===== src/rtl/wb_grf.sv =====
// Write-back stage and general register file.
// Selects/extends the W-stage result, commits it, and serves two read ports.
module wb_grf #(
  parameter logic [31:0] RESET_PC = 32'h0000_3000
) (
  input  logic        clk,
  input  logic        reset,
  input  logic [31:0] Instr_W,
  input  logic [31:0] PC_W,
  input  logic [4:0]  RFWA_W,
  input  logic [31:0] ALUout_W,
  input  logic [31:0] HI_W,
  input  logic [31:0] LO_W,
  input  logic [31:0] DMRD_W,
  input  logic [4:0]  A1,
  input  logic [4:0]  A2,
  output logic [31:0] RD1,
  output logic [31:0] RD2,
  output logic        WE_W,
  output logic [31:0] WD_W
);

  logic [31:0] grf_q [1:31];

  logic [5:0]  op;
  logic [5:0]  fn;
  logic        rtype;
  logic        is_lw, is_lh, is_lhu;
  logic        is_lb, is_lbu, is_link;
  logic        is_hi, is_lo;
  logic [7:0]  byte_w;
  logic [15:0] half_w;
  logic        unused_ok;

  // RESET_PC lives in the MW register; rs/rt/rd/shamt play no role here
  assign unused_ok = ^{RESET_PC, Instr_W[25:6]};

  assign op    = Instr_W[31:26];
  assign fn    = Instr_W[5:0];
  assign rtype = (op == 6'b000000);

  assign is_lw   = (op == 6'b100011);
  assign is_lh   = (op == 6'b100001);
  assign is_lhu  = (op == 6'b100101);
  assign is_lb   = (op == 6'b100000);
  assign is_lbu  = (op == 6'b100100);
  assign is_link = (op == 6'b000011)
                 | (rtype & (fn == 6'b001001));
  assign is_hi   = rtype & (fn == 6'b010000);
  assign is_lo   = rtype & (fn == 6'b010010);

  always_comb begin
    byte_w = DMRD_W[7:0];
    unique case (ALUout_W[1:0])
      2'd0: byte_w = DMRD_W[7:0];
      2'd1: byte_w = DMRD_W[15:8];
      2'd2: byte_w = DMRD_W[23:16];
      2'd3: byte_w = DMRD_W[31:24];
      default: byte_w = DMRD_W[7:0];
    endcase
    half_w = ALUout_W[1] ? DMRD_W[31:16]
                         : DMRD_W[15:0];
  end

  always_comb begin
    WD_W = ALUout_W;
    unique case (1'b1)
      is_lw:   WD_W = DMRD_W;
      is_lh:   WD_W = {{16{half_w[15]}}, half_w};
      is_lhu:  WD_W = {16'h0, half_w};
      is_lb:   WD_W = {{24{byte_w[7]}}, byte_w};
      is_lbu:  WD_W = {24'h0, byte_w};
      is_link: WD_W = PC_W + 32'd8;
      is_hi:   WD_W = HI_W;
      is_lo:   WD_W = LO_W;
      default: WD_W = ALUout_W;
    endcase
  end

  assign WE_W = (RFWA_W != 5'd0) && !reset;

  always_ff @(posedge clk) begin
    if (reset) begin
      for (int i = 1; i < 32; i++)
        grf_q[i] <= 32'h0;
    end else if (WE_W) begin
      grf_q[RFWA_W] <= WD_W;
    end
  end

  // Bypass gives write-before-read behaviour to the D stage
  always_comb begin
    if (A1 == 5'd0)
      RD1 = 32'h0;
    else if (WE_W && (A1 == RFWA_W))
      RD1 = WD_W;
    else
      RD1 = grf_q[A1];
  end

  always_comb begin
    if (A2 == 5'd0)
      RD2 = 32'h0;
    else if (WE_W && (A2 == RFWA_W))
      RD2 = WD_W;
    else
      RD2 = grf_q[A2];
  end

endmodule

===== config.mk =====
export PLATFORM = sky130hd
export DESIGN_NAME = wb_grf
export DESIGN_NICKNAME = d
export VERILOG_FILES = /design/src/rtl/wb_grf.sv
export SDC_FILE = /design/constraint.sdc
export NUM_CORES = 2
export LEC_CHECK = 0
export ABC_CLOCK_PERIOD_IN_PS = 4000
export CAP_MARGIN = 20
export CORE_MARGIN = 2
export CORE_UTILIZATION = 30
export DETAILED_ROUTE_END_ITERATION = 6
export GPL_TIMING_DRIVEN = 0
export PLACE_DENSITY = 0.44
export SETUP_SLACK_MARGIN = 0.2
export SKIP_LAST_GASP = 1
export SYNTH_ARGS = -nofsm -noshare
export SYNTH_HDL_FRONTEND = slang
export SYNTH_SLANG_ARGS = --single-unit

===== constraint.sdc =====
create_clock -name clk -period 4 [get_ports clk]
set_input_delay 0.8 -clock clk [delete_from_list [all_inputs] [get_ports clk]]
set_output_delay 0.8 -clock clk [all_outputs]
set_load 0.05 [all_outputs]

==> flow_metrics.env <==
export IMPL_grt_antenna_before_repair=28
export IMPL_cts_sinks=1024
export IMPL_power_internal_mw=21.06
export IMPL_layout_commonest_cell="edfxtp_1"
export IMPL_synth_fa_ha_area_frac=0.0002229
export IMPL_synthesis_area_um2=56140
export IMPL_status="finished, violations left"
export IMPL_final_area_um2=75790
export IMPL_avgSynthCellArea_um2=12.73
export IMPL_grt_usage=0.3431
export IMPL_pwr_share_clk=0.357
export IMPL_slew_violations=0
export IMPL_cp_arrival_ps=3620
export IMPL_cts_clk_slew_worst_paths_ps=70
export IMPL_power_density_nw_per_um2=400.5
export IMPL_synth_mux_area_frac=0.2326
export IMPL_tightest_slew_ps=1309
export IMPL_pwr_share_seq=0.421
export IMPL_synth_yosys_seq_area_share=0.5477
export IMPL_synth_edff_count=1024
export IMPL_grt_pass1_wl_um=433500
export IMPL_drt_iter0_drc=7578
export IMPL_cts_max_level=3
export IMPL_boundaryPins=306
export IMPL_fin_ws_ps=-424.7
export IMPL_p_leak_nw=27.87
export IMPL_synth_compound_area_share=0.06437
export IMPL_grt_pass1_vias=45747
export IMPL_vias_per_cell=6.101
export IMPL_synthDistinctLibCells=70
export IMPL_first_pass_iters=7
export IMPL_irDropWorstVdd_mv=0.3483
export IMPL_p_sw_frac=0.3063
export IMPL_overflow=0
export IMPL_synth_top_family_by_area="multiplexers"
export IMPL_hold_viol=0
export IMPL_hold_path_class="input pin to flop"
export IMPL_detail_route_wl_per_cell_um=43.07
export IMPL_async_flop_share=0
export IMPL_critPathKind="input pin to output pin"
export IMPL_worstSetupStartpointType="input pin"
export IMPL_holdBufCountCts=0
export IMPL_crit_path_end_kind="output pin"
export IMPL_final_cell_mix="edfxtp_1, nor2_1, mux2i_1"
export IMPL_fp_dieH_um=436.6
export IMPL_synthCells=4409
export IMPL_synth_xor_area_frac=0.002964
export IMPL_coreArea_um2=185600
export IMPL_comb_power_share=0.222
export IMPL_slew_headroom=0.1270
export IMPL_rows=158
export IMPL_cp_required_ps=3200
export IMPL_cts_tree="built"
export IMPL_area_growth_pct=35.01
export IMPL_largest_register="grf_q"
export IMPL_nNetsFinal=5398
export IMPL_totalWireLength_um=334600
export IMPL_fin_setup_tns_ps=-22070
export IMPL_synthFlopType="edfxtp_1"
export IMPL_portBuffers=273
export IMPL_timing_fmax_mhz=226.0
export IMPL_place_congestion=0.9837
export IMPL_largest_reg_flops=1024
export IMPL_start_util=0.3024
export IMPL_synth_simple_gate_area_share=0.1141
export IMPL_synth_seq_cells=1024
export IMPL_crit_fanout=5
export IMPL_top_regs="grf_q: 1024 flops"
export IMPL_max_cap_violations=0
export IMPL_post_place_ws_ps=-3326
export IMPL_grt_max_degree=33
export IMPL_drc=2
export IMPL_die_area_um2=190600
export IMPL_violations="design-rule violations, negative setup slack"
export IMPL_fp_dieW_um=436.6
export IMPL_rsz0062_at_grt="yes"
export IMPL_setup_viol=93
export IMPL_dpl_hpwl_um=235600
export IMPL_layout_drive_gt1_share=0.3256
export IMPL_detail_route_antenna_nets=0
export IMPL_cts_root_buf="clkbuf_16"
export IMPL_cts_buffers_inserted=116
export IMPL_period_minus_slack_ps=4425
export IMPL_placed_area_um2=65490
export IMPL_vias=47400
export IMPL_switching_power_mw=9.298
export IMPL_cts_buffer_depth=3
export IMPL_fin_crit_sh=1.106
export IMPL_yosys_warnings=0
-- critical path, stage by stage --
cell and delay (ps):
buf_12 100, or4_4 580, buf_12 170, o21ai_4 150, nand2_4 100, buf_12 190
o211ai_1 330, o22ai_4 230, buf_6 200, a211oi_4 520, buf_6 240
-- synth_stat cells, drive strengths merged (17+ instances only) --
| cell | count | share of area |
|---|---|---|
| a211oi | 77 | 0.010 |
| a21oi | 138 | 0.012 |
| a22oi | 120 | 0.016 |
| a31oi | 17 | 0.0019 |
| buf | 186 | 0.017 |
| clkbuf | 261 | 0.017 |
| edfxtp | 1024 | 0.55 |
| inv | 46 | 0.0031 |
| mux2 | 19 | 0.0038 |
| mux2i | 426 | 0.076 |
| mux4 | 381 | 0.15 |
| nand2 | 186 | 0.013 |
| nand2b | 48 | 0.0053 |
| nand3 | 131 | 0.012 |
| nor2 | 1029 | 0.069 |
| nor2b | 29 | 0.0032 |
| nor3 | 18 | 0.0017 |
| o211ai | 22 | 0.0029 |
| o21ai | 48 | 0.0043 |
| or4 | 18 | 0.0024 |
-- path summary, 6_finish.rpt --
kind                                     endpoint   startpoint  slack [ps]  cells after the start
worst max-delay path                      RD1[11]  Instr_W[26]        -420                     11
worst min-delay path  grf_q[17][31]$_SDFFCE_PN0P_    RFWA_W[2]         840                      4
-- cells by family after synthesis --
logic type,Yosys count
xor gates and xnor gates,19
and+or+nand+nor,1526
buffers and inverters,494
adders and majority gates,1
DFF,1024
AOI/OAI and AO/OA,518
muxes,826
other,1
-- layer usage --
layer | up-vias | wire, um | GRT usage
met5 | - | 183 | 0
met4 | 22 | 24970 | 0.2159
met2 | 3573 | 144200 | 0.5095
met3 | 847 | 41170 | 0.1110
li1 | 18269 | - | -
met1 | 24689 | 124100 | 0.4311
-- per-stage QoR --
step	hold WS (ps)	instances	power, mW	utilization
after CTS	792.7	7700	30.07	0.4031
after global routing	871.5	7764	30.79	0.4082
final	841.2	7769	30.35	0.4083
after global placement	1691	7193	18.54	0.3418
after floorplan	1074	4440	15.93	-
after detailed placement	1721	7288	18.68	0.3528
-- what timing repair did --
action | in CTS | in global routing
setup endpoints to repair | 787 | 96
gates cloned | 6 | 1
gates resized for setup | 1717 | 137
buffers inserted | 196 | 53
pin swaps | 129 | 82
endpoints found under the hold margin | 0 | 0
-- power by group through the flow --
stage | combinational, mW | sequential, mW | clock (mW)
finish | 6.73 | 12.8 | 10.9
global route | 6.76 | 12.8 | 11.2
CTS | 6.46 | 12.8 | 10.8
detailed placement | 5.70 | 13.0 | 0
global placement | 5.53 | 13.0 | 0
floorplan | 3.06 | 12.9 | 0
-- layout make-up --
class	instances	area, um2
Antenna cell	7	17.52
Buffer	445	4165
Clock buffer	149	3048
Clock inverter	63	611.8
Fill cell	17510	109800
Inverter	47	305.3
Multi-Input combinational cell	2922	26240
Sequential cell	1024	30750
Tap cell	2480	3103
Timing Repair Buffer	632	7555
(Power assumes the default switching activity.)
